File: config.mk
export PLATFORM = sky130hd
export DESIGN_NAME = sequence_generator
export DESIGN_NICKNAME = d
export VERILOG_FILES = /design/src/rtl/sequence_generator.sv
export SDC_FILE = /design/constraint.sdc
export NUM_CORES = 1
export LEC_CHECK = 0
export ABC_AREA = 1
export CORE_MARGIN = 2
export CORE_UTILIZATION = 35
export CTS_CLUSTER_DIAMETER = 120
export DETAILED_ROUTE_END_ITERATION = 7
export PLACE_DENSITY = 0.53
export SYNTH_ARGS = -nofsm -noshare
export SYNTH_HDL_FRONTEND = slang
export SYNTH_SLANG_ARGS = --single-unit
File: constraint.sdc
create_clock -name clk -period 3.06 [get_ports clk]
set_input_delay 0.918 -clock clk [delete_from_list [all_inputs] [get_ports clk]]
set_output_delay 0.918 -clock clk [all_outputs]
set_load 0.02 [all_outputs]
File: src/rtl/sequence_generator.sv
`default_nettype none
// ============================================================================
//  Module   : sequence_generator
//  Brief    : Captures a switch word on a button rise and sends it LSB-first
//             on one serial line with a per-bit strobe.
//  Revision : 1.0
// ============================================================================
module sequence_generator #(
  parameter int BIT_PERIOD = 2,
  parameter int WIDTH      = 8
) (
  input  logic             clk,
  input  logic             rst_n,
  input  logic             i_button,
  input  logic [WIDTH-1:0] i_switch,
  input  logic             i_loop,
  output logic             o_serial_out,
  output logic             o_bit_valid,
  output logic             o_busy,
  output logic             o_done
);

  localparam int c_CNT_W = (BIT_PERIOD > 1) ? $clog2(BIT_PERIOD) : 1;
  localparam int c_IDX_W = $clog2(WIDTH);
  localparam logic [c_CNT_W-1:0] c_CNT_LAST = c_CNT_W'(BIT_PERIOD - 1);
  localparam logic [c_IDX_W-1:0] c_IDX_LAST = c_IDX_W'(WIDTH - 1);

  typedef enum logic [0:0] {
    ST_IDLE  = 1'b0,
    ST_SHIFT = 1'b1
  } state_t;

  state_t             r_state;
  state_t             w_state_nx;
  logic               r_sync1;
  logic               r_sync2;
  logic               r_prev;
  logic [WIDTH-1:0]   r_shift;
  logic [c_CNT_W-1:0] r_cnt;
  logic [c_IDX_W-1:0] r_idx;
  logic               r_valid;
  logic               r_busy;
  logic               r_done;

  logic [WIDTH-1:0]   w_shift_nx;
  logic [c_CNT_W-1:0] w_cnt_nx;
  logic [c_IDX_W-1:0] w_idx_nx;
  logic               w_valid_nx;
  logic               w_busy_nx;
  logic               w_done_nx;
  logic               w_load;
  logic               w_rise;

  always_ff @(posedge clk or negedge rst_n) begin
    if (!rst_n) begin
      r_sync1 <= 1'b0;
      r_sync2 <= 1'b0;
      r_prev  <= 1'b0;
    end else begin
      r_sync1 <= i_button;
      r_sync2 <= r_sync1;
      r_prev  <= r_sync2;
    end
  end

  assign w_rise = r_sync2 & ~r_prev;

  always_ff @(posedge clk or negedge rst_n) begin
    if (!rst_n) begin
      r_state <= ST_IDLE;
    end else begin
      r_state <= w_state_nx;
    end
  end

  always_comb begin
    w_state_nx = r_state;
    w_shift_nx = r_shift;
    w_cnt_nx   = r_cnt;
    w_idx_nx   = r_idx;
    w_valid_nx = 1'b0;
    w_busy_nx  = r_busy;
    w_done_nx  = 1'b0;
    w_load     = 1'b0;

    case (r_state)
      ST_IDLE: begin
        if (w_rise) begin
          w_load = 1'b1;
        end else begin
          w_shift_nx = '0;
          w_busy_nx  = 1'b0;
        end
      end
      ST_SHIFT: begin
        // A restart wins over every other event, including frame end.
        if (w_rise) begin
          w_load = 1'b1;
        end else if (r_cnt != c_CNT_LAST) begin
          w_cnt_nx = r_cnt + 1'b1;
        end else if (r_idx != c_IDX_LAST) begin
          w_shift_nx = r_shift >> 1;
          w_idx_nx   = r_idx + 1'b1;
          w_cnt_nx   = '0;
          w_valid_nx = 1'b1;
        end else begin
          w_done_nx = 1'b1;
          if (i_loop) begin
            w_load = 1'b1;
          end else begin
            w_shift_nx = '0;
            w_busy_nx  = 1'b0;
            w_state_nx = ST_IDLE;
          end
        end
      end
      default: begin
        w_state_nx = ST_IDLE;
      end
    endcase

    if (w_load) begin
      w_state_nx = ST_SHIFT;
      w_shift_nx = i_switch;
      w_cnt_nx   = '0;
      w_idx_nx   = '0;
      w_valid_nx = 1'b1;
      w_busy_nx  = 1'b1;
    end
  end

  // The shift register is cleared whenever idle, so its LSB is the serial line.
  always_ff @(posedge clk or negedge rst_n) begin
    if (!rst_n) begin
      r_shift <= '0;
      r_cnt   <= '0;
      r_idx   <= '0;
      r_valid <= 1'b0;
      r_busy  <= 1'b0;
      r_done  <= 1'b0;
    end else begin
      r_shift <= w_shift_nx;
      r_cnt   <= w_cnt_nx;
      r_idx   <= w_idx_nx;
      r_valid <= w_valid_nx;
      r_busy  <= w_busy_nx;
      r_done  <= w_done_nx;
    end
  end

  assign o_serial_out = r_shift[0];
  assign o_bit_valid  = r_valid;
  assign o_busy       = r_busy;
  assign o_done       = r_done;

endmodule
`default_nettype wire

==> qor.yml, run 1 <==
placement:
  dp_hpwl_um: 1321
  io_buffer_count: 15
  place_congestion: 0.7527
  dp_worst_setup_slack_ps: 948.2
  dp_cells: 162
clocking:
  worstSkewPairLatency_ps: 300
  clk_path_buf_depth: 2
  clock-sinks: 19
  h-tree-depth: 1
  clk_pin_slew_worst_paths_ps: 110
  numCtsBuffers: 3
  cts_resized: 0
  cts_tree: "yes"
  clock-root-buffer: "clkbuf_4"
  post-cts-setup-buffers: 0
  postCtsHoldBufs: 0
yosys:
  synth.avg_cell_area_sq_um: 8.085
  ys.flop_type: "dfrtp_1"
  synth_edf_count: 0
  ys_ff_latch: 19
  synth.yosys.seq_area_share: 0.5026
  synth_warnings: 0
  synth_area_sq_um: 945.9
  synth.net_count: 131
  yosys-top-cells-area: "dfrtp_1, nand2_1, nand3_1"
  synthArstFlopShare: 1.000
  synth_most_common_cell: "nand2_1"
  synth_top_cell_by_area: "dfrtp_1"
  synth_top_cell_area_share: 0.5026
  yosys.cell_types.count: 15
  synthCells: 117
  synth.top_cells.by_count: "nand2_1, dfrtp_1, nand3_1"
finish:
  syn2layout_area_growth_pct: 22.62
  diodes: 0
  finalNetCount: 151
  drive_gt1_frac: 0.09559
  final_cells: 166
timing:
  fmax_mhz: 457.7
  whs_ps: 360.0
  setup_viol: 0
  hold_viol_final: 0
  report.final.slew_viol_count: 0
  fin_setup_tns_ps: 0
  worst_slack_ps: 875.2
  rsz0062_at_grt: "no"
  slew_headroom: 0.8113
  min_period_ps: 2185
  tightest_slew_ps: 283.0
  fin_skew_ps: 1.324
  period_share: 0.7140
global_routing:
  grt_overflow: 0
  grt_max_degree: 20
  track_usage: 0.1315
  grt_antenna_before_repair: 0
  grt_first_pass_wirelength_um: 3194
  grt_pass1_vias: 723
setup_path:
  cpPeakStageDelay_ps: 600
  path_delay_family: "buffers and inverters"
  path_max_fanout: 2
  critPathArrivalTime_ps: 1270
  crit_required_ps: 2140
  worst-r2r-cell-count: 6
  cp_num_buf_inv: 1
  path_cells: "clkdlybuf4s50_1"
  r2r-start: "r_idx[0]"
  worstSetupStartpoint: "o_busy"
  reg2reg_slack_ps: 1440
  path_class: "reg2out"
  start_kind: "flop"
  path_depth: 1
  r2r-end: "r_idx[2]"
  end_kind: "output pin"
  crit_path_end: "o_busy"
  crit_slowest_cell: "clkdlybuf4s50_1"
hold_path:
  worst_hold_path_type: "reg2reg"
power_and_ir_drop:
  peakVddDrop_mv: 0.3062
  power_density_mw_per_mm2: 617.2
  p_leak_nw: 0.6244
die:
  die_w_um: 55.99
  ioPinCount: 16
  rows: 18
  core_sq_mm: 0.002522
  die_y_um: 55.99
  dieArea_sq_mm: 0.003134
  start_util: 0.3750
detailed_routing:
  finalWirelength_um: 1812
  drtPass1Iterations: 4
  vias: 758
  drtIter0Drc: 16
  viasPerCell: 4.566
  wire_per_inst_um: 10.92
  drtAntennaViolNets: 0
  route.detailed.drc: 0
run:
  maxCapViolCount: 0
status:
  outcome: "finished clean"
==> how the worst min path moves through the flow <==
| stage | start | end | cells past startpoint | slack, ps |
|---|---|---|---|---|
| CTS | r_sync1 | r_sync2 | 0 | 360 |
| global route | r_sync1 | r_sync2 | 0 | 380 |
| finish | r_sync1 | r_sync2 | 0 | 360 |
| floorplan | r_sync1 | r_sync2 | 0 | 330 |
| detailed placement | r_sync1 | r_sync2 | 0 | 340 |
| global placement | r_sync1 | r_sync2 | 0 | 340 |
==> final cells by class <==
cell class / count / area (sq um)
Clock buffer: 4 / 26.28
Fill cell: 273 / 1363
Inverter: 10 / 37.54
Multi-Input combinational cell: 87 / 425.4
Sequential cell: 19 / 475.5
Tap cell: 30 / 37.54
Timing Repair Buffer: 16 / 157.7
==> layer usage <==
| layer | vias up | global-route usage | routed length (um) |
|---|---|---|---|
| met5 | - | 0 | 0 |
| met4 | 0 | 0.07143 | 37 |
| met1 | 337 | 0.1706 | 945 |
| met3 | 4 | 0.03256 | 64 |
| li1 | 403 | - | - |
| met2 | 14 | 0.2000 | 765 |
==> flip-flops by register name, indices dropped and copies added (netlist names) <==
register and cells:
r_shift 8, r_idx 3, r_sync1 1, o_busy 1, r_cnt 1, r_prev 1, o_bit_valid 1, r_sync2 1
r_state 1, o_done 1
==> where the power goes <==
group | total [mW] | internal (mW) | switching (mW)
Sequential | 0.352 | 0.314 | 0.0380
Clock | 0.129 | 0.0508 | 0.0783
Combinational | 0.234 | 0.102 | 0.132
Total | 0.716 | 0.467 | 0.249
==> worst register-to-register path, cell delays in order (launching register included) <==
cell,delay (ps)
dfrtp_1,420
ha_1,210
ha_1,220
inv_1,220
nand4_2,230
nand3_1,140
o21ai_1,70
==> per-stage QoR <==
step / power (mW) / utilization / instance area, sq um
after floorplan: 0.5154 / - / 945.9
after global placement: 0.5968 / 0.4494 / 1134
after detailed placement: 0.5964 / 0.4494 / 1134
after CTS: 0.7295 / 0.4598 / 1160
after global routing: 0.7816 / 0.4598 / 1160
final: 0.7159 / 0.4598 / 1160
==> logic make-up after synthesis <==
group           after synthesis  share of synthesized area
flops                        19                     0.5026
compound gates                6                    0.03174
simple gates                 79                     0.3915
fa+ha+maj                     2                    0.02645
buf+inv                      11                    0.04763
==> cell usage in the layout, fill, tap and decap left out <==
cell type        synthesis  layout
nand2_8                  1       1
inv_1                    8       8
nor2_1                  11      11
nand2_4                  2       2
inv_2                    2       2
ha_1                     2       2
nand2_1                 49      49
dfrtp_1                 19      19
buf_4                    1       1
clkdlybuf4s50_1          0      15
o21ai_1                  3       3
nand3_1                 12      12
nand3_4                  1       1
clkbuf_4                 0       3
a21oi_1                  3       3
nand2_2                  2       2
clkbuf_1                 0       1
nand4_2                  1       1
Note: power is estimated with default switching activity, not from simulation.
==> run 2, diff against run 1 <==
Clock period 3.06 ns to 2.1 ns, I/O delays scaled along.
==> run 2 against run 1 <==
  * Cell area is 0.11% higher
  * Count of clock-buffer cells in the layout shrank 1
  * Power grew 46%
  * Via count grew 1.1%
  * Critical endpoint unchanged
  * Highest routed layer unchanged
==> qor.yml, run 2 (synthesized netlist as in run 1, its figures left out) <==
status:
  outcome: "finished clean"
detailed_routing:
  route.detailed.drc: 0
  drtPass1Iterations: 4
  drtAntennaViolNets: 0
  wire_per_inst_um: 11.44
  viasPerCell: 4.614
  finalWirelength_um: 1899
  vias: 766
  drtIter0Drc: 16
setup_path:
  path_class: "reg2out"
  cp_num_buf_inv: 1
  worst-r2r-cell-count: 6
  crit_slowest_cell: "clkdlybuf4s50_1"
  start_kind: "flop"
  r2r-start: "r_idx[0]"
  crit_required_ps: 1470
  path_max_fanout: 2
  end_kind: "output pin"
  r2r-end: "r_idx[0]"
  reg2reg_slack_ps: 470
  path_cells: "clkdlybuf4s50_1"
  cpPeakStageDelay_ps: 610
  critPathArrivalTime_ps: 1280
  path_delay_family: "buffers and inverters"
clocking:
  post-cts-setup-buffers: 0
  clock-root-buffer: "clkbuf_4"
  numCtsBuffers: 3
  postCtsHoldBufs: 0
  cts_tree: "yes"
  clk_pin_slew_worst_paths_ps: 120
  cts_resized: 0
  h-tree-depth: 1
  clk_path_buf_depth: 2
  worstSkewPairLatency_ps: 300
  clock-sinks: 19
die:
  core_sq_mm: 0.002522
  ioPinCount: 16
  dieArea_sq_mm: 0.003134
  start_util: 0.3750
  die_y_um: 55.99
  rows: 18
  die_w_um: 55.99
finish:
  top_regs: "r_shift (8), r_idx (3)"
  layout_common_cells: "nand2_1, dfrtp_1, clkdlybuf4s50_1, nand3_1, nor2_1"
  finalNetCount: 151
  diodes: 0
  largest_register_ff_count: 8
  fin_area_sq_mm: 0.001161
  syn2layout_area_growth_pct: 22.75
  final_common_cell: "nand2_1"
  drive_gt1_frac: 0.1029
  regMostFlops: "r_shift"
  utilization: 0.4603
  fillers: 265
power_and_ir_drop:
  p_seq_frac: 0.492
  power_density_mw_per_mm2: 900.9
  swShare: 0.3520
  peakVddDrop_mv: 0.4624
  power_frac_clock: 0.179
  pwr-share-comb: 0.328
  internal_power_mw: 0.6778
  p_leak_nw: 0.6271
  netSwitchingPower_mw: 0.3683
timing:
  min_period_ps: 1909
  fin_skew_ps: 9.750
  worst_slack_ps: 191.0
  setup_viol: 0
  report.final.slew_viol_count: 0
  slew_headroom: 0.8072
  hold_viol_final: 0
  tightest_slew_ps: 289.1
  period_share: 0.9090
  fmax_mhz: 523.8
  fin_setup_tns_ps: 0
  rsz0062_at_grt: "no"
hold_path:
  min_path_cells: 0
  hold_end: "r_sync2"
  hold_start: "r_sync1"
  worst_hold_path_type: "reg2reg"
global_routing:
  grt_antenna_before_repair: 0
  grt_overflow: 0
  grt_first_pass_wirelength_um: 3422
  grt_pass1_vias: 755
  track_usage: 0.1399
  grt_max_degree: 20
placement:
  dp_worst_setup_slack_ps: 281.3
  placed_area_sq_mm: 0.001134
  dp_hpwl_um: 1398
  place_congestion: 0.7677
  io_buffer_count: 15
run:
  maxCapViolCount: 0
-- run 2: cell types whose count changed in the layout (fill, tap and decap cells not counted) --
cell	delta
clkbuf_1	-1
clkinv_2	+1
-- run 2: per-layer routing --
| layer | vias up | global-route usage | wire [um] |
|---|---|---|---|
| li1 | 405 | - | - |
| met1 | 343 | 0.1962 | 1015 |
| met2 | 14 | 0.2050 | 791 |
| met3 | 4 | 0.02558 | 59 |
| met4 | 0 | 0.07143 | 32 |
| met5 | - | 0 | 0 |
-- run 2: final cells by class --
| type | instances | area (sq um) | share of cell area |
|---|---|---|---|
| clock inverter | 1 | 5.005 | 0.004310 |
| clock buffer | 3 | 22.52 | 0.01940 |
| timing repair buffer | 16 | 157.7 | 0.1358 |
| sequential | 19 | 475.5 | 0.4095 |
| multi-input combinational | 87 | 425.4 | 0.3664 |
| inverter | 10 | 37.54 | 0.03233 |
| tap | 30 | 37.54 | 0.03233 |
-- run 2: worst max path at each step --
stage	cells past startpoint	endpoint	start	slack, ps
floorplan	6	r_idx[0]	r_idx[0]	670
global placement	8	r_idx[2]	i_loop	300
detailed placement	8	r_idx[2]	i_loop	280
CTS	1	o_busy	o_busy	170
global route	1	o_busy	o_busy	140
finish	1	o_busy	o_busy	190
-- run 2: worst reg2reg max path: cells and delay by family (launching register included) --
| kind | cells | cell delay (ps) |
|---|---|---|
| AO/OA/AOI/OAI | 1 | 70 |
| adder cells (fa/ha/maj) | 2 | 430 |
| buffers and inverters | 1 | 230 |
| flip-flops | 1 | 410 |
| AND/OR/NAND/NOR | 2 | 380 |
-- run 2: power groups by stage --
stage               Sequential (mW)  Combinational [mW]  Clock [mW]
floorplan                     0.531               0.220           0
global placement              0.522               0.348           0
detailed placement            0.522               0.351           0
CTS                           0.515               0.352       0.196
global route                  0.528               0.406       0.212
finish                        0.515               0.343       0.188
-- run 2: stage by stage --
step	hold slack, ps	total power [mW]	instances
2_1_floorplan	331.2	0.7510	117
3_3_place_gp	334.3	0.8700	162
3_5_place_dp	342.5	0.8727	162
4_1_cts	370.0	1.063	166
5_1_grt	373.9	1.146	166
6_report	372.5	1.046	166
